### config.mk
export PLATFORM = sky130hd
export DESIGN_NAME = satagtx_clk_seq
export DESIGN_NICKNAME = d
export VERILOG_FILES = /design/src/rtl/satagtx_pkg.sv /design/src/rtl/satagtx_clk_seq_lane.sv /design/src/rtl/satagtx_clk_seq.sv
export SDC_FILE = /design/constraint.sdc
export NUM_CORES = 1
export LEC_CHECK = 0
export CORE_AREA = 2 2 73 61
export CTS_CLUSTER_DIAMETER = 50
export DETAILED_ROUTE_END_ITERATION = 12
export DIE_AREA = 0 0 75 63
export PLACE_DENSITY = 0.82
export SYNTH_ARGS = -nofsm -noshare
export SYNTH_HDL_FRONTEND = slang
export SYNTH_SLANG_ARGS = --single-unit
export TNS_END_PERCENT = 100
### constraint.sdc
create_clock -name clk -period 5.53 [get_ports clk]
set_clock_uncertainty 0.1 [all_clocks]
set_input_delay 1.659 -clock clk [delete_from_list [all_inputs] [get_ports clk]]
set_output_delay 1.659 -clock clk [all_outputs]
set_load 0.01 [all_outputs]
### src/rtl/satagtx_pkg.sv
// rtl/satagtx_pkg.sv - shared state encodings, widths and helpers for the SATA clock sequencer
package satagtx_pkg;

    typedef enum logic [2:0] {
        ST_GTXRST   = 3'd0,
        ST_WAIT_PLL = 3'd1,
        ST_DCMRST   = 3'd2,
        ST_WAIT_DCM = 3'd3,
        ST_READY    = 3'd4,
        ST_FAIL     = 3'd5
    } seq_state_e;

    localparam int LOST_CNT_W = 8;

    function automatic int clog2(input int value);
        int r;
        r = 0;
        while ((1 << r) < value) r = r + 1;
        return r;
    endfunction

endpackage

### src/rtl/satagtx_clk_seq_lane.sv
// rtl/satagtx_clk_seq_lane.sv - per-tile lock synchronisers, bring-up FSM and supervision counters
module satagtx_clk_seq_lane
    import satagtx_pkg::*;
#(
    parameter int C_RST_CYCLES    = 16,
    parameter int C_LOCK_DEBOUNCE = 64,
    parameter int C_LOCK_TIMEOUT  = 65535,
    parameter int C_MAX_RETRY     = 3
) (
    input  logic                  clk,
    input  logic                  rst,
    input  logic                  restart,
    input  logic                  plllkdet,
    input  logic                  dcm_locked,
    output logic                  gtx_pllreset,
    output logic                  dcm_reset,
    output logic                  usrclk_ready,
    output logic                  lock_fail,
    output logic [LOST_CNT_W-1:0] lost_cnt,
    output logic [2:0]            seq_state
);

    // One timer serves both the reset-pulse width and the lock timeout.
    localparam int TMR_MAX = (C_LOCK_TIMEOUT > C_RST_CYCLES) ? C_LOCK_TIMEOUT : C_RST_CYCLES;
    localparam int TMR_W   = clog2(TMR_MAX + 1);
    localparam int DEB_W   = clog2(C_LOCK_DEBOUNCE + 1);
    localparam int RTY_W   = clog2(C_MAX_RETRY + 1);

    localparam logic [TMR_W-1:0] RST_LAST = TMR_W'(C_RST_CYCLES - 1);
    localparam logic [TMR_W-1:0] TMO_LAST = TMR_W'(C_LOCK_TIMEOUT - 1);
    localparam logic [TMR_W-1:0] TMR_SAT  = TMR_W'(TMR_MAX);
    localparam logic [DEB_W-1:0] DEB_LAST = DEB_W'(C_LOCK_DEBOUNCE - 1);
    localparam logic [DEB_W-1:0] DEB_SAT  = DEB_W'(C_LOCK_DEBOUNCE);
    localparam logic [RTY_W-1:0] RTY_LAST = RTY_W'(C_MAX_RETRY - 1);

    seq_state_e            state_q, state_d;
    logic                  pl_meta_q, pl_meta_d, pl_q, pl_d;
    logic                  dl_meta_q, dl_meta_d, dl_q, dl_d;
    logic [TMR_W-1:0]      tmr_q, tmr_d;
    logic [DEB_W-1:0]      deb_q, deb_d;
    logic [RTY_W-1:0]      retry_q, retry_d;
    logic [LOST_CNT_W-1:0] lost_q, lost_d;
    logic                  gtx_pllreset_q, gtx_pllreset_d;
    logic                  dcm_reset_q, dcm_reset_d;
    logic                  usrclk_ready_q, usrclk_ready_d;
    logic                  lock_fail_q, lock_fail_d;
    logic                  loss_evt, tmo_evt, leave;

    always_ff @(posedge clk) begin
        if (rst) begin
            state_q        <= ST_GTXRST;
            pl_meta_q      <= 1'b0;
            pl_q           <= 1'b0;
            dl_meta_q      <= 1'b0;
            dl_q           <= 1'b0;
            tmr_q          <= '0;
            deb_q          <= '0;
            retry_q        <= '0;
            lost_q         <= '0;
            gtx_pllreset_q <= 1'b1;
            dcm_reset_q    <= 1'b1;
            usrclk_ready_q <= 1'b0;
            lock_fail_q    <= 1'b0;
        end else begin
            state_q        <= state_d;
            pl_meta_q      <= pl_meta_d;
            pl_q           <= pl_d;
            dl_meta_q      <= dl_meta_d;
            dl_q           <= dl_d;
            tmr_q          <= tmr_d;
            deb_q          <= deb_d;
            retry_q        <= retry_d;
            lost_q         <= lost_d;
            gtx_pllreset_q <= gtx_pllreset_d;
            dcm_reset_q    <= dcm_reset_d;
            usrclk_ready_q <= usrclk_ready_d;
            lock_fail_q    <= lock_fail_d;
        end
    end

    always_comb begin
        state_d  = state_q;
        loss_evt = 1'b0;
        tmo_evt  = 1'b0;
        case (state_q)
            ST_GTXRST: begin
                if (tmr_q == RST_LAST) state_d = ST_WAIT_PLL;
            end
            ST_WAIT_PLL: begin
                if (pl_q && deb_q == DEB_LAST) begin
                    state_d = ST_DCMRST;
                end else if (tmr_q == TMO_LAST) begin
                    tmo_evt = 1'b1;
                    state_d = (retry_q >= RTY_LAST) ? ST_FAIL : ST_GTXRST;
                end
            end
            ST_DCMRST: begin
                if (!pl_q) begin
                    loss_evt = 1'b1;
                    state_d  = ST_GTXRST;
                end else if (tmr_q == RST_LAST) begin
                    state_d = ST_WAIT_DCM;
                end
            end
            ST_WAIT_DCM: begin
                if (!pl_q) begin
                    loss_evt = 1'b1;
                    state_d  = ST_GTXRST;
                end else if (dl_q && deb_q == DEB_LAST) begin
                    state_d = ST_READY;
                end else if (tmr_q == TMO_LAST) begin
                    tmo_evt = 1'b1;
                    state_d = (retry_q >= RTY_LAST) ? ST_FAIL : ST_GTXRST;
                end
            end
            ST_READY: begin
                if (!pl_q) begin
                    loss_evt = 1'b1;
                    state_d  = ST_GTXRST;
                end else if (!dl_q) begin
                    loss_evt = 1'b1;
                    state_d  = ST_DCMRST;
                end
            end
            ST_FAIL: state_d = ST_FAIL;
            default: state_d = ST_GTXRST;
        endcase
        // restart wins over any loss or timeout seen in the same cycle
        if (restart) begin
            state_d  = ST_GTXRST;
            loss_evt = 1'b0;
            tmo_evt  = 1'b0;
        end
    end

    always_comb begin
        pl_meta_d = plllkdet;
        pl_d      = pl_meta_q;
        dl_meta_d = dcm_locked;
        dl_d      = dl_meta_q;
        leave     = restart || (state_d != state_q);

        tmr_d = (tmr_q == TMR_SAT) ? tmr_q : tmr_q + TMR_W'(1);
        deb_d = '0;
        if ((state_q == ST_WAIT_PLL && pl_q) || (state_q == ST_WAIT_DCM && dl_q)) begin
            deb_d = (deb_q == DEB_SAT) ? deb_q : deb_q + DEB_W'(1);
        end
        if (leave) begin
            tmr_d = '0;
            deb_d = '0;
        end

        retry_d = retry_q;
        if (restart || state_d == ST_READY) retry_d = '0;
        else if (tmo_evt)                   retry_d = retry_q + RTY_W'(1);

        lost_d = lost_q;
        if (loss_evt && lost_q != {LOST_CNT_W{1'b1}}) lost_d = lost_q + LOST_CNT_W'(1);

        gtx_pllreset_d = state_d inside {ST_GTXRST, ST_FAIL};
        dcm_reset_d    = state_d inside {ST_GTXRST, ST_WAIT_PLL, ST_DCMRST, ST_FAIL};
        usrclk_ready_d = (state_d == ST_READY);
        lock_fail_d    = (state_d == ST_FAIL);
    end

    assign gtx_pllreset = gtx_pllreset_q;
    assign dcm_reset    = dcm_reset_q;
    assign usrclk_ready = usrclk_ready_q;
    assign lock_fail    = lock_fail_q;
    assign lost_cnt     = lost_q;
    assign seq_state    = state_q;

endmodule

### src/rtl/satagtx_clk_seq.sv
// rtl/satagtx_clk_seq.sv - multi-tile SATA GTX clock bring-up sequencer with combined ready
module satagtx_clk_seq
    import satagtx_pkg::*;
#(
    parameter int C_NUM_TILES     = 1,
    parameter int C_RST_CYCLES    = 16,
    parameter int C_LOCK_DEBOUNCE = 64,
    parameter int C_LOCK_TIMEOUT  = 65535,
    parameter int C_MAX_RETRY     = 3
) (
    input  logic                              clk,
    input  logic                              rst,
    input  logic [C_NUM_TILES-1:0]            restart,
    input  logic [C_NUM_TILES-1:0]            tile_plllkdet,
    input  logic [C_NUM_TILES-1:0]            dcm_locked,
    output logic [C_NUM_TILES-1:0]            gtx_pllreset,
    output logic [C_NUM_TILES-1:0]            dcm_reset,
    output logic [C_NUM_TILES-1:0]            usrclk_ready,
    output logic                              all_ready,
    output logic [C_NUM_TILES-1:0]            lock_fail,
    output logic [LOST_CNT_W*C_NUM_TILES-1:0] lost_cnt,
    output logic [3*C_NUM_TILES-1:0]          seq_state
);

    logic all_ready_q, all_ready_d;

    for (genvar i = 0; i < C_NUM_TILES; i++) begin : g_lane
        satagtx_clk_seq_lane #(
            .C_RST_CYCLES    (C_RST_CYCLES),
            .C_LOCK_DEBOUNCE (C_LOCK_DEBOUNCE),
            .C_LOCK_TIMEOUT  (C_LOCK_TIMEOUT),
            .C_MAX_RETRY     (C_MAX_RETRY)
        ) u_lane (
            .clk          (clk),
            .rst          (rst),
            .restart      (restart[i]),
            .plllkdet     (tile_plllkdet[i]),
            .dcm_locked   (dcm_locked[i]),
            .gtx_pllreset (gtx_pllreset[i]),
            .dcm_reset    (dcm_reset[i]),
            .usrclk_ready (usrclk_ready[i]),
            .lock_fail    (lock_fail[i]),
            .lost_cnt     (lost_cnt[LOST_CNT_W*i +: LOST_CNT_W]),
            .seq_state    (seq_state[3*i +: 3])
        );
    end

    always_comb all_ready_d = &usrclk_ready;

    always_ff @(posedge clk) begin
        if (rst) all_ready_q <= 1'b0;
        else     all_ready_q <= all_ready_d;
    end

    assign all_ready = all_ready_q;

endmodule

**Word-level counts from Yosys, hierarchy flattened**

Index checks and enable logic that the tools add are counted.

- $add $sub $neg: 4
- Mux-type cells: 23
- Equal/unequal tests: 16
- Reduce and logical (&&, ||, !) cells: 16
- Bitwise operators: 1
- $lt $le $gt $ge: 1

Operators with widths:

| kind | number |
|---|---|
| 3-bit 2-to-1 mux | 11 |
| 16-bit == test (second input constant) | 2 |
| 3-bit case mux with 6 select lines | 1 |
| 16-bit by 1-bit adder with 16-bit output (second input constant) | 1 |
| 16-bit by 4-bit == test with 1-bit output (second input constant) | 1 |
| 3-bit == test (second input constant) | 4 |
| 3-bit by 2-bit == test with 1-bit output (second input constant) | 3 |
| 1-bit 2-to-1 mux | 9 |
| 8-bit by 1-bit adder with 8-bit output (second input constant) | 1 |
| 8-bit != test (second input constant) | 1 |
| 7-bit by 1-bit adder with 7-bit output (second input constant) | 1 |
| 7-bit by 6-bit == test with 1-bit output (second input constant) | 1 |
| 7-bit == test (second input constant) | 1 |
| 3-bit by 1-bit == test with 1-bit output (second input constant) | 2 |
| 3-bit zero test | 2 |
| 2-bit OR reduction | 3 |
| 1-bit logical AND | 5 |
| 1-bit case mux with 2 select lines | 2 |
| 4-bit nonzero test | 1 |
| 1-bit logical OR | 3 |
| 3-bit != test | 1 |
| 3-bit OR reduction | 1 |
| 2-bit by 1-bit adder with 2-bit output (second input constant) | 1 |
| 2-bit greater-or-equal comparator (second input constant) | 1 |
| 2 further kinds | 2 |

- Logic and storage cells: 75
- Output and inout bits: 16
- Register bits: 45
- Input port bits: 5

**Depth between registers and ports, before layout**

- Depth in word-level cells: 10
- Depth in mapped cells: 9
- Depth with buffers taken out: 8

**Cells and area by module**

A second synthesis with hierarchy kept.

- Cell total of the unflattened synthesis: 264
- Area total of the unflattened synthesis: 2306.0 sq um

Modules (own cells, without submodules):

| module | sequential area each (sq um) | area an instance (sq um) | cells each | instances |
|---|---|---|---|---|
| satagtx_clk_seq_lane | 880.8 | 2272.2 | 262 | 1 |
| satagtx_clk_seq | 20.0 | 33.8 | 2 | 1 |

**Worst setup path before layout**

No wires, ideal clock.

- Path kind: input to register
- Start: input port restart
- End: register g_lane[0].u_lane.tmr_q[0]
- Library setup time: 0.078 ns
- Arrival time: 2.835 ns
- Buffers on the path: 2
- Cell stages on the path: 7
- Setup slack: 2.517 ns
- Required time: 5.352 ns
- Cell sequence: clkbuf_1 a21o_1 a21oi_1 o31a_1 o211ai_2 buf_2 nor3_1

- Word-level cells in the longest chain between the ends: 4

RTL lines:

| item | line | RTL |
|---|---|---|
| from (decl) | satagtx_clk_seq.sv:13 | `input logic [C_NUM_TILES-1:0] restart,` |
| 3-bit 2-to-1 mux | satagtx_clk_seq_lane.sv:129 | `if (restart) begin` |
| 3-bit != test | satagtx_clk_seq_lane.sv:141 | `leave = restart \|\| (state_d != state_q);` |
| 1-bit logical OR * | satagtx_clk_seq_lane.sv:141 |  |
| 2-bit OR reduction (no source line) * | -- |  |
| to (signal assigned) | satagtx_clk_seq_lane.sv:70 | `tmr_q <= tmr_d;` |
| to (decl) | satagtx_clk_seq_lane.sv:39 | `logic [TMR_W-1:0] tmr_q, tmr_d;` |

Every way passes the cells marked *; elsewhere a longest branch is shown, timed or not.
A chain may end at the register's enable or synchronous reset.

**Worst setup path after layout**

- Start: input port restart
- End: register g_lane[0].u_lane.tmr_q[14]

Same word-level chain as after synthesis.

==> results.py <==
metrics = {
    "finish": {
        "diodes": 0,
        "layoutNonFillerInstCount": 358,
        "final_core_util": 0.6623,
        "fin_nets": 311,
        "drive_gt1_frac": 0.06312,
        "area.growth.synth_to_final_pct": 12.89,
    },
    "grt": {
        "grt_pass1_vias": 1928,
        "track_usage": 0.2283,
        "antenna_found_initial": 0,
        "grt-ovfl-total": 0,
        "grt_pass1_wl_um": 8659,
        "grt_max_degree": 21,
    },
    "clock_network": {
        "htree_levels": 2,
        "post-cts-setup-buffer-count": 0,
        "path_clk_slew_ns": 0.08,
        "clock_sinks": 45,
        "post_cts_resized": 0,
        "cts_tree": "done",
        "clk_latency_ns": 0.30,
        "clockBufferDepth": 2,
        "cts_buffers": 5,
        "cts-root-buf": "clkbuf_8",
        "cts_hold_buf": 0,
    },
    "floorplan": {
        "die_area_um2": 4725,
        "start_util": 0.5867,
        "die_h_um": 63,
        "std_cell_rows": 21,
        "coreArea_um2": 4020,
        "io_pins": 21,
        "die_x_um": 75,
    },
    "yosys": {
        "synthCells": 284,
        "seq_area_frac_synth": 0.3820,
        "synth_area_leader_cell": "dfxtp_1",
        "syn_nets": 295,
        "synth_area_leaders": "dfxtp_1 (38%), nand2_1 (4.8%), nor3_1 (4.5%)",
        "synth-warning-count": 0,
        "synthTopCellsByCount": "dfxtp_1 (45), nand2_1 (30), nor2_1 (21), nor3_1 (21), nand3_1 (16)",
        "synth_top_area_frac": 0.3820,
        "synthAdderAreaFrac": 0.03183,
        "synth_compound_area_frac": 0.1225,
        "synth_top_family_by_area": "simple AND/OR/NAND/NOR gates",
        "synth.avg_cell_area_um2": 8.305,
        "ys.flop_type": "dfxtp_1",
        "synthXorXnorAreaFrac": 0.08170,
        "yosys.area_share.simple": 0.3401,
        "muxShareOfSynthArea": 0.004244,
        "synth_enable_flop_cells": 0,
        "synth.most_common_cell": "dfxtp_1",
        "syn_area_um2": 2359,
        "ys_ff_latch": 45,
        "async_flop_share": 0,
        "synth_cell_types": 44,
    },
    "pwr": {
        "p_sw_frac": 0.2243,
        "internal-power_uw": 422.3,
        "powerDensity_nw_per_um2": 204.5,
        "p_switching_uw": 122.1,
        "seqPwrFrac": 0.602,
        "peakVddDrop_mv": 0.1661,
        "p_clk_frac": 0.363,
        "pwr-share-comb": 0.035,
        "p_leak_uw": 0.0008914,
    },
    "setup_path": {
        "worst_path_max_delay_cell": "clkdlybuf4s50_1",
        "critPathLaunch": "restart",
        "critPathKind": "in -> reg",
        "cp-start-kind": "input pin",
        "end_kind": "register",
        "r2r-start": "g_lane[0].u_lane.deb_q[0]",
        "cp.arrival_ns": 3.51,
        "path_cells": "clkdlybuf4s50_1, a21o_1, a21oi_1, o31a_1, o211ai_2, nor3_1",
        "crit_required_ns": 5.64,
        "critical_path_peak_fanout": 14,
        "cpPeakStageDelay_ns": 0.61,
    },
    "route": {
        "drtIter0Drc": 183,
        "drcViolationCount": 0,
        "wirelength_um": 4896,
        "wl_per_cell_um": 13.68,
        "vias": 2086,
        "drt_pass1_iterations": 4,
        "detail-route-antenna-nets": 0,
        "vias_per_cell": 5.827,
    },
    "sta": {
        "max_freq_mhz": 294.2,
        "relSlewSlack": 0.5454,
        "fin_crit_ns": 3.399,
        "hold_violations": 0,
        "rsz0062_at_grt": "no",
        "setup_tns_ns": 0,
        "timing.hold.ws_ns": 0.3370,
        "layout_setup_ws_ns": 2.131,
        "finalSetupViolations": 0,
        "tightest_slew_ns": 0.6798,
        "finalCritPeriodShare": 0.6147,
        "slew_viol_final": 0,
    },
    "placed_design": {
        "dp.cells": 350,
        "numPortBuffers": 20,
        "dp_hpwl_um": 3304,
        "place_ws_ns": 1.834,
        "place_congestion": 0.8804,
    },
    "hold_path": {
        "min_path_type": "reg -> reg",
        "min_from": "g_lane[0].u_lane.dl_d",
    },
    "outcome": {
        "status": "completed",
    },
    "job": {
        "cap_violations": 0,
    },
}
logic make-up after synthesis:
logic type | after synthesis
DFF | 45
muxes | 1
xor gates and xnor gates | 22
and+or+nand+nor | 147
buffers and inverters | 21
AOI/OAI and AO/OA | 42
adders and majority gates | 6
per-stage QoR:
stage	power [uW]	cell area, um2
after floorplan	349.0	2359
after global placement	353.8	2579
after detailed placement	354.4	2579
after CTS	547.8	2663
after global routing	564.6	2663
final	544.4	2663
per-layer routing:
| metal | global-route usage | wire (um) |
|---|---|---|
| met1 | 0.3193 | 2327 |
| met2 | 0.3575 | 2257 |
| met5 | 0 | 0 |
| met4 | 0.05580 | 40 |
| met3 | 0.04677 | 272 |
power by group through the flow:
stage,combinational (uW),sequential [uW],clock (uW)
floorplan,14.4,335,0
global placement,18.3,336,0
detailed placement,18.8,336,0
CTS,18.9,328,201
global route,21.0,328,215
finish,18.9,328,198
cell type report:
class                           count  area, um2
Fill cell                         333       1358
Timing Repair Buffer               20      200.2
Sequential cell                    45      900.9
Multi-Input combinational cell    218       1369
Clock inverter                      1      7.507
Tap cell                           57      71.32
Clock buffer                        7      76.32
Inverter                           10      37.54
worst max-delay path: cells and delay by family:
family | cells | cell delay [ns]
compound gates | 4 | 0.99
simple gates | 1 | 0.26
buf+inv | 1 | 0.61
worst paths after layout:
path | end | slack (ns) | cells past startpoint
max | g_lane[0].u_lane.tmr_q[14] | 2.13 | 6
min | g_lane[0].u_lane.dl_q | 0.34 | 1
max reg2reg | g_lane[0].u_lane.dcm_reset | 3.19 | 7
min reg2reg | g_lane[0].u_lane.dl_q | 0.34 | 1
sequential cells by signal (all words and copies together), names as in the netlist:
name / cells
g_lane.u_lane.tmr_q: 16
g_lane.u_lane.dcm_reset: 1
g_lane.u_lane.usrclk_ready: 1
g_lane.u_lane.pl_d: 1
all_ready: 1
g_lane.u_lane.deb_q: 7
g_lane.u_lane.pl_q: 1
g_lane.u_lane.dl_q: 1
g_lane.u_lane.dl_d: 1
g_lane.u_lane.retry_q: 2
g_lane.u_lane.lost_cnt: 8
g_lane.u_lane.lock_fail: 1
g_lane.u_lane.gtx_pllreset: 1
g_lane.u_lane.seq_state: 3
placed cells by master (no fill, tap or decap), drive strengths merged, types with 2 or more instances in the layout:
master,instances
xor2,10
and4,3
a21oi,10
inv,10
a31oi,2
xnor2,12
nand3,16
clkbuf,7
nand4,8
nor3,25
dfxtp,45
nor2,21
a32o,2
nand2,30
and3b,2
ha,6
nor4,13
or3,2
a21o,2
nand3b,3
nor2b,9
o211ai,6
clkdlybuf4s50,20
nand2b,4
o21ai,12
and3,7
Power figures use the tool's default switching activity.
